File: src/rtl/parity_mem_responder_pkg.sv
// Shared types for the parity memory responder: FSM states, stored word and
// the parity helpers used to build and check stored words.
package parity_mem_responder_pkg;

  typedef enum logic [1:0] {
    IDLE  = 2'd0,
    WRITE = 2'd1,
    READ  = 2'd2,
    RESP  = 2'd3
  } state_e;

  // {parity, data}
  typedef logic [8:0] word_t;

  function automatic logic parity8(input logic [7:0] d);
    return ^d;
  endfunction

  // Build a stored word; flip inverts the parity bit to plant an error.
  function automatic word_t make_word(input logic [7:0] d, input logic flip);
    return {parity8(d) ^ flip, d};
  endfunction

endpackage

File: src/rtl/parity_mem_responder_if.sv
// Request/response bundle between a requester (master) and the responder (slave).
interface parity_mem_responder_if #(
  parameter int ADDR_W = 8,
  parameter int ERR_W  = 16
) ();
  import parity_mem_responder_pkg::*;

  logic              write;
  logic              read;
  logic [ADDR_W-1:0] address;
  logic [7:0]        data_in;
  logic              inject_err;

  word_t             data_out;
  logic              data_valid;
  logic              busy;
  logic              parity_err;
  logic              uninit;
  logic [ERR_W-1:0]  error_count;
  logic [ERR_W-1:0]  collision_count;

  modport master (
    output write, read, address, data_in, inject_err,
    input  data_out, data_valid, busy, parity_err, uninit,
           error_count, collision_count
  );

  modport slave (
    input  write, read, address, data_in, inject_err,
    output data_out, data_valid, busy, parity_err, uninit,
           error_count, collision_count
  );

endinterface

File: src/rtl/parity_mem_responder_array.sv
// Word storage with one write port and a registered read port; shares one
// address because reads and writes happen in different FSM states.
module parity_mem_array
  import parity_mem_responder_pkg::*;
#(
  parameter int ADDR_W = 8
) (
  input  logic              clk,
  input  logic              we_i,
  input  logic              re_i,
  input  logic [ADDR_W-1:0] addr_i,
  input  word_t             wdata_i,
  output word_t             rdata_o
);

  localparam int DEPTH = 2 ** ADDR_W;

  word_t mem_q [DEPTH];
  word_t rdata_q;

  // NOTE: storage has no reset so it maps onto plain RAM; the owner's valid
  // bits decide whether a read word is meaningful.
  always_ff @(posedge clk) begin
    if (we_i) mem_q[addr_i] <= wdata_i;
    if (re_i) rdata_q <= mem_q[addr_i];
  end

  assign rdata_o = rdata_q;

endmodule

File: src/rtl/parity_mem_responder.sv
// Single-port parity-protected memory responder: one-cycle writes, two-cycle
// reads, per-entry valid bits, saturating parity-error and collision counters.
module parity_mem_responder
  import parity_mem_responder_pkg::*;
#(
  parameter int ADDR_W = 8,
  parameter int ERR_W  = 16
) (
  input logic                   clk,
  input logic                   rst_n,
  parity_mem_responder_if.slave bus
);

  localparam int DEPTH = 2 ** ADDR_W;

  state_e            state_q, state_d;
  logic [ADDR_W-1:0] addr_q;
  logic [7:0]        wdata_q;
  logic              inject_q;
  logic [DEPTH-1:0]  valid_q;
  logic              rd_valid_q;
  word_t             rd_word;

  word_t             data_out_q;
  logic              data_valid_q;
  logic              parity_err_q;
  logic              uninit_q;
  logic [ERR_W-1:0]  error_count_q, error_count_d;
  logic [ERR_W-1:0]  collision_count_q, collision_count_d;

  logic              busy;
  logic              accept;
  logic              collide;
  logic              mem_we;
  logic              mem_re;
  logic              resp_fire;
  word_t             resp_word;
  logic              resp_perr;

  // ---------------------------------------------------------------- FSM
  // NOTE: sequential state uses non-blocking assignments so every register
  // samples pre-edge values regardless of block ordering.
  always_ff @(posedge clk or negedge rst_n) begin
    if (!rst_n) state_q <= IDLE;
    else        state_q <= state_d;
  end

  // NOTE: every comb output gets a default first, so no path leaves a
  // signal unassigned and no latch is inferred.
  always_comb begin
    state_d = state_q;
    unique case (state_q)
      IDLE: begin
        if (bus.write && !bus.read)      state_d = WRITE;
        else if (bus.read && !bus.write) state_d = READ;
      end
      WRITE:   state_d = IDLE;
      READ:    state_d = RESP;
      RESP:    state_d = IDLE;
      default: state_d = IDLE;
    endcase
  end

  always_comb begin
    busy      = (state_q != IDLE);
    accept    = (state_q == IDLE) && (bus.write ^ bus.read);
    collide   = (state_q == IDLE) && bus.write && bus.read;
    mem_we    = (state_q == WRITE);
    mem_re    = (state_q == READ);
    resp_fire = (state_q == RESP);
  end

  // ------------------------------------------------------------ storage
  parity_mem_array #(.ADDR_W(ADDR_W)) u_array (
    .clk     (clk),
    .we_i    (mem_we),
    .re_i    (mem_re),
    .addr_i  (addr_q),
    .wdata_i (make_word(wdata_q, inject_q)),
    .rdata_o (rd_word)
  );

  // Never-written entries answer zero and are never flagged as parity errors.
  assign resp_word = rd_valid_q ? rd_word : '0;
  assign resp_perr = rd_valid_q && (rd_word[8] != parity8(rd_word[7:0]));

  // ----------------------------------------------------------- counters
  always_comb begin
    error_count_d     = error_count_q;
    collision_count_d = collision_count_q;
    if (resp_fire && resp_perr && (error_count_q != '1))
      error_count_d = error_count_q + ERR_W'(1);
    if (collide && (collision_count_q != '1))
      collision_count_d = collision_count_q + ERR_W'(1);
  end

  // ----------------------------------------------------------- datapath
  always_ff @(posedge clk or negedge rst_n) begin
    if (!rst_n) begin
      addr_q            <= '0;
      wdata_q           <= '0;
      inject_q          <= 1'b0;
      valid_q           <= '0;
      rd_valid_q        <= 1'b0;
      data_out_q        <= '0;
      data_valid_q      <= 1'b0;
      parity_err_q      <= 1'b0;
      uninit_q          <= 1'b0;
      error_count_q     <= '0;
      collision_count_q <= '0;
    end else begin
      if (accept) begin
        addr_q   <= bus.address;
        wdata_q  <= bus.data_in;
        inject_q <= bus.inject_err;
      end
      if (mem_we) valid_q[addr_q] <= 1'b1;
      if (mem_re) rd_valid_q <= valid_q[addr_q];
      if (resp_fire) data_out_q <= resp_word;
      data_valid_q      <= resp_fire;
      parity_err_q      <= resp_fire && resp_perr;
      uninit_q          <= resp_fire && !rd_valid_q;
      error_count_q     <= error_count_d;
      collision_count_q <= collision_count_d;
    end
  end

  assign bus.data_out        = data_out_q;
  assign bus.data_valid      = data_valid_q;
  assign bus.busy            = busy;
  assign bus.parity_err      = parity_err_q;
  assign bus.uninit          = uninit_q;
  assign bus.error_count     = error_count_q;
  assign bus.collision_count = collision_count_q;

endmodule

File: src/flat_wrapper.sv
// flat-port wrapper written by rule: the top's interface ports become plain ports
module parity_mem_responder_flat import parity_mem_responder_pkg::*;
#(
  parameter int ADDR_W = 8,
  parameter int ERR_W  = 16
)
  (clk, rst_n, bus_write, bus_read, bus_address, bus_data_in, bus_inject_err, bus_data_out, bus_data_valid, bus_busy, bus_parity_err, bus_uninit, bus_error_count, bus_collision_count);
  parity_mem_responder_if #(.ADDR_W(ADDR_W), .ERR_W(ERR_W)) bus_i ();
  input logic clk;
  input logic rst_n;
  input wire logic [$bits(bus_i.write)-1:0] bus_write;
  input wire logic [$bits(bus_i.read)-1:0] bus_read;
  input wire logic [$bits(bus_i.address)-1:0] bus_address;
  input wire logic [$bits(bus_i.data_in)-1:0] bus_data_in;
  input wire logic [$bits(bus_i.inject_err)-1:0] bus_inject_err;
  output wire logic [$bits(bus_i.data_out)-1:0] bus_data_out;
  output wire logic [$bits(bus_i.data_valid)-1:0] bus_data_valid;
  output wire logic [$bits(bus_i.busy)-1:0] bus_busy;
  output wire logic [$bits(bus_i.parity_err)-1:0] bus_parity_err;
  output wire logic [$bits(bus_i.uninit)-1:0] bus_uninit;
  output wire logic [$bits(bus_i.error_count)-1:0] bus_error_count;
  output wire logic [$bits(bus_i.collision_count)-1:0] bus_collision_count;
  assign bus_i.write = bus_write;
  assign bus_i.read = bus_read;
  assign bus_i.address = bus_address;
  assign bus_i.data_in = bus_data_in;
  assign bus_i.inject_err = bus_inject_err;
  assign bus_data_out = bus_i.data_out;
  assign bus_data_valid = bus_i.data_valid;
  assign bus_busy = bus_i.busy;
  assign bus_parity_err = bus_i.parity_err;
  assign bus_uninit = bus_i.uninit;
  assign bus_error_count = bus_i.error_count;
  assign bus_collision_count = bus_i.collision_count;
  parity_mem_responder #(.ADDR_W(ADDR_W), .ERR_W(ERR_W)) u_core (.clk(clk), .rst_n(rst_n), .bus(bus_i));
endmodule
File: config.mk
export PLATFORM = sky130hd
export DESIGN_NAME = parity_mem_responder_flat
export DESIGN_NICKNAME = d
export VERILOG_FILES = /design/src/rtl/parity_mem_responder_pkg.sv /design/src/rtl/parity_mem_responder_if.sv /design/src/rtl/parity_mem_responder_array.sv /design/src/rtl/parity_mem_responder.sv /design/src/flat_wrapper.sv
export SDC_FILE = /design/constraint.sdc
export NUM_CORES = 2
export LEC_CHECK = 0
export ABC_AREA = 1
export CORE_MARGIN = 8
export CORE_UTILIZATION = 40
export CTS_CLUSTER_SIZE = 28
export DETAILED_ROUTE_END_ITERATION = 6
export HOLD_SLACK_MARGIN = 0.15
export PLACE_DENSITY = 0.54
export SYNTH_ARGS = -nofsm -noshare
export SYNTH_HDL_FRONTEND = slang
export SYNTH_SLANG_ARGS = --single-unit
File: constraint.sdc
create_clock -name clk -period 29 [get_ports clk]
set_input_delay 5.8 -clock clk [delete_from_list [all_inputs] [get_ports clk]]
set_output_delay 5.8 -clock clk [all_outputs]
set_load 0.02 [all_outputs]
==> summary.md <==
| Metric | Value |
|---|---|
| CTS tree | built |
| Maximum clock insertion buffer count | 4 |
| Routed wire length | between 300000 and 400000 um |
| Area grow syn2layout | 12.69% |
| Synth Cell Area | 102300 um^2 |
| Postcts setup bufs | 0 |
| Number of buffers created by CTS | 291 |
| Count of final setup violators | 0 |
| Hold Crit Class | flop to flop |
| Synth area leaders | edfxtp_1 68%, nand2_1 9.5%, dfrtp_1 7.8%, a22oi_1 5.6%, nor2_1 2.0% |
| Synth top area share | 67.89% |
| Layout cells sized above 1 | 8.664% |
| F_max | 126.3 MHz |
| Commonest non-fill, non-tap cell in the layout | nand2_1 |
| Die Y | 521.7 um |
| RePlAce Congestion | 0.8271 |
| All-Layer GR Usage | 21.57% |
| Synthesis-stage register bit count | 2633 |
| Synthesized area per cell | between 10 and 15 um^2 |
| FILL cells | 22870 |
| Die Wd | 521.7 um |
| Final ANT Viol Nets | 0 |
| Worst reg2reg startpoint | u_core.addr_q[0]$_DFFE_PN0P_ |
| Max-slew violations | 0 |
| Setup TNS | 0 ns |
| Layout Cells excl Fill | 11530 |
| Largest net degree at the start of global routing | 197 |
| Port Buf Inserts | between 60 and 70 |
| Clk sinks | between 2000 and 3000 |
| Synth area leader | edfxtp_1 |
| CP required | 23.20 ns |
| Synth async-reset ratio | 12.15% |
| Most frequent cells in the layout | 2586 x nand2_1, 2313 x edfxtp_1, 766 x a22oi_1 |
| Slew @ Worst Pin | roughly 1.3 ns |
| Initial DRC count | 6820 |
| Critical path launch point type | flop |
| Critical path arrival | 2.12 ns |
| Vias in the first global route | 61360 |
| Setup crit end | bus_busy |
| DR vias | between 60000 and 70000 |
| P per Cell Area | 114.0 nW/um^2 |
| Final period util | 27.30% |
| Worst Reg-to-Reg Cells | 15 |
| Core Footprint | between 200000 and 300000 um^2 |
| DRC viols | 0 |
| Endpoint type of the worst setup path | primary output |
| # hold bufs at CTS | 0 |
| Final setup skew | 0.07958 ns |
| RSZ-0062 raised after global routing | no |
| Post-DP HPWL | between 150000 and 200000 um |
| Ports | 66 |
| Reg2reg end | u_core.u_array.rdata_o[2]$_DFFE_PP_ |
| Status | completed |
| Critical path class | flop to primary output |
| Routed length per instance | 26.29 um |
| Htree depth | 5 |
| Leakage | about 41 nW |
| CTS clk-pin slew, worst paths | 0.06 ns |
| Total gr overflow | 0 |
| Root buffer cell | clkbuf_16 |
| Crit path launch | u_core.state_q[0]$_DFFE_PN0P_ |
| Final min period | between 7 and 8 ns |
| EDFF count, synth | 2313 |
| Predominant post-synthesis flop cell | edfxtp_1 |
| Die footprint | 272200 um^2 |
| Gates resized, CTS repair | 0 |
| Global-route wire length before repair | approximately 440000 um |
| Rel. slew slack | 10.26% |
| Sequential area share after synthesis | approximately three quarters |
| Hold slack | approximately 0.45 ns |
| DP Cell Count | between 10000 and 15000 |
| Drt pass-1 iters | 6 |
| Cells after Synth | 7912 |
| Synth Warn # | 0 |
| Fin. Hold Viols | 0 |
| Initial antenna violation count | 13 |
| FP Rows | 185 |
| Worst skew pair latency | 0.94 ns |
| Max Cap Violations | 0 |
| Layout net count | 7977 |
| Netlist cell types | 35 |
| Initial Utilization | 40.25% |
| VDD IR max | between 0.4 and 0.5 mV |
| Syn nets | 7937 |
| Crit-path max FO | 5 |
| R2r setup slk | 23.43 ns |
| Vias per inst | ~5.5 |
## how the worst min path moves through the flow
| stage | from | to | slack (ns) | cells past startpoint |
|---|---|---|---|---|
| finish | u_core.valid_q[234]$_DFFE_PN0P_ | u_core.valid_q[234]$_DFFE_PN0P_ | 0.45 | 2 |
| global route | u_core.valid_q[188]$_DFFE_PN0P_ | u_core.valid_q[188]$_DFFE_PN0P_ | 0.47 | 2 |
| CTS | u_core.valid_q[38]$_DFFE_PN0P_ | u_core.valid_q[38]$_DFFE_PN0P_ | 0.45 | 2 |
| detailed placement | u_core.valid_q[56]$_DFFE_PN0P_ | u_core.valid_q[56]$_DFFE_PN0P_ | 0.44 | 2 |
| global placement | u_core.valid_q[52]$_DFFE_PN0P_ | u_core.valid_q[52]$_DFFE_PN0P_ | 0.44 | 2 |
| floorplan | u_core.valid_q[0]$_DFFE_PN0P_ | u_core.valid_q[0]$_DFFE_PN0P_ | 0.42 | 2 |
## layout make-up
class / instances / area (um^2) / area share [%]
clock inverter: 105 / 877.1 / 0.7608
clock buffer: 396 / 7933 / 6.881
sequential: 2633 / 77500 / 67.22
multi-input combinational: 4685 / 22400 / 19.43
antenna: 4 / 10.01 / 0.008682
timing repair buffer: 186 / 1752 / 1.519
inverter: 155 / 603.1 / 0.5231
tap: 3366 / 4212 / 3.653
## synthesized netlist by cell type, drive strengths merged, types with 8 or more instances
cell,n
buf,260
nor2,538
or2,175
o21ai,245
a22oi,766
nand4,212
xor2,22
mux2,11
nand2,2589
clkbuf,179
xnor2,22
clkinv,8
dfrtp,320
nor3,14
nand3,50
a22o,9
inv,147
edfxtp,2313
a21oi,25
## metal layers
metal | vias to the layer above | track usage, % | wire [um]
met4 | 0 | 7.001 | 10210
met1 | 32280 | 30.45 | 130500
met5 | - | 0 | 0
met3 | 516 | 3.887 | 22410
li1 | 28280 | - | -
met2 | 2426 | 34.00 | 140000
## power breakdown
part / switching (mW) / leakage [nW] / internal (mW)
clock network: 1.45 / 4.31 / 2.04
logic: 3.25 / 11.9 / 0.864
registers: 0.216 / 25.1 / 5.32
total: 4.92 / 41.4 / 8.23
## per-stage QoR
step | utilization [%] | instance area [um^2] | setup slack [ns] | total power, mW
after floorplan | - | 102300 | 16.12 | 7.859
after global placement | 41.89 | 106500 | 21.20 | 9.666
after detailed placement | 41.89 | 106500 | 21.10 | 9.740
after CTS | 45.36 | 115300 | 21.01 | 13.21
after global routing | 45.36 | 115300 | 20.99 | 13.66
final | 45.36 | 115300 | 21.08 | 13.14
## critical path, cell delays in order (launching register included)
cell and delay, ns:
dfrtp_1 0.41, nor2_1 0.14, inv_1 0.09, clkdlybuf4s50_1 0.54
## flip-flops by register name (all words and copies together), names as in the netlist, 2 cells and up
signal,flops
u_core.u_array.mem_q,2304
u_core.valid_q,256
u_core.bus.data_out,9
u_core.state_q,2
u_core.addr_q,8
u_core.bus.error_count,16
u_core.bus.collision_count,16
u_core.wdata_q,8
u_core.u_array.rdata_o,9
## cells by family after synthesis
family	synth area share, %
and+or+nand+nor	14.22
DFF	75.72
AOI/OAI and AO/OA	7.034
buffers and inverters	2.480
xor gates and xnor gates	0.3767
muxes	0.1211
adders and majority gates	0.04892
(Power assumes the default switching activity.)
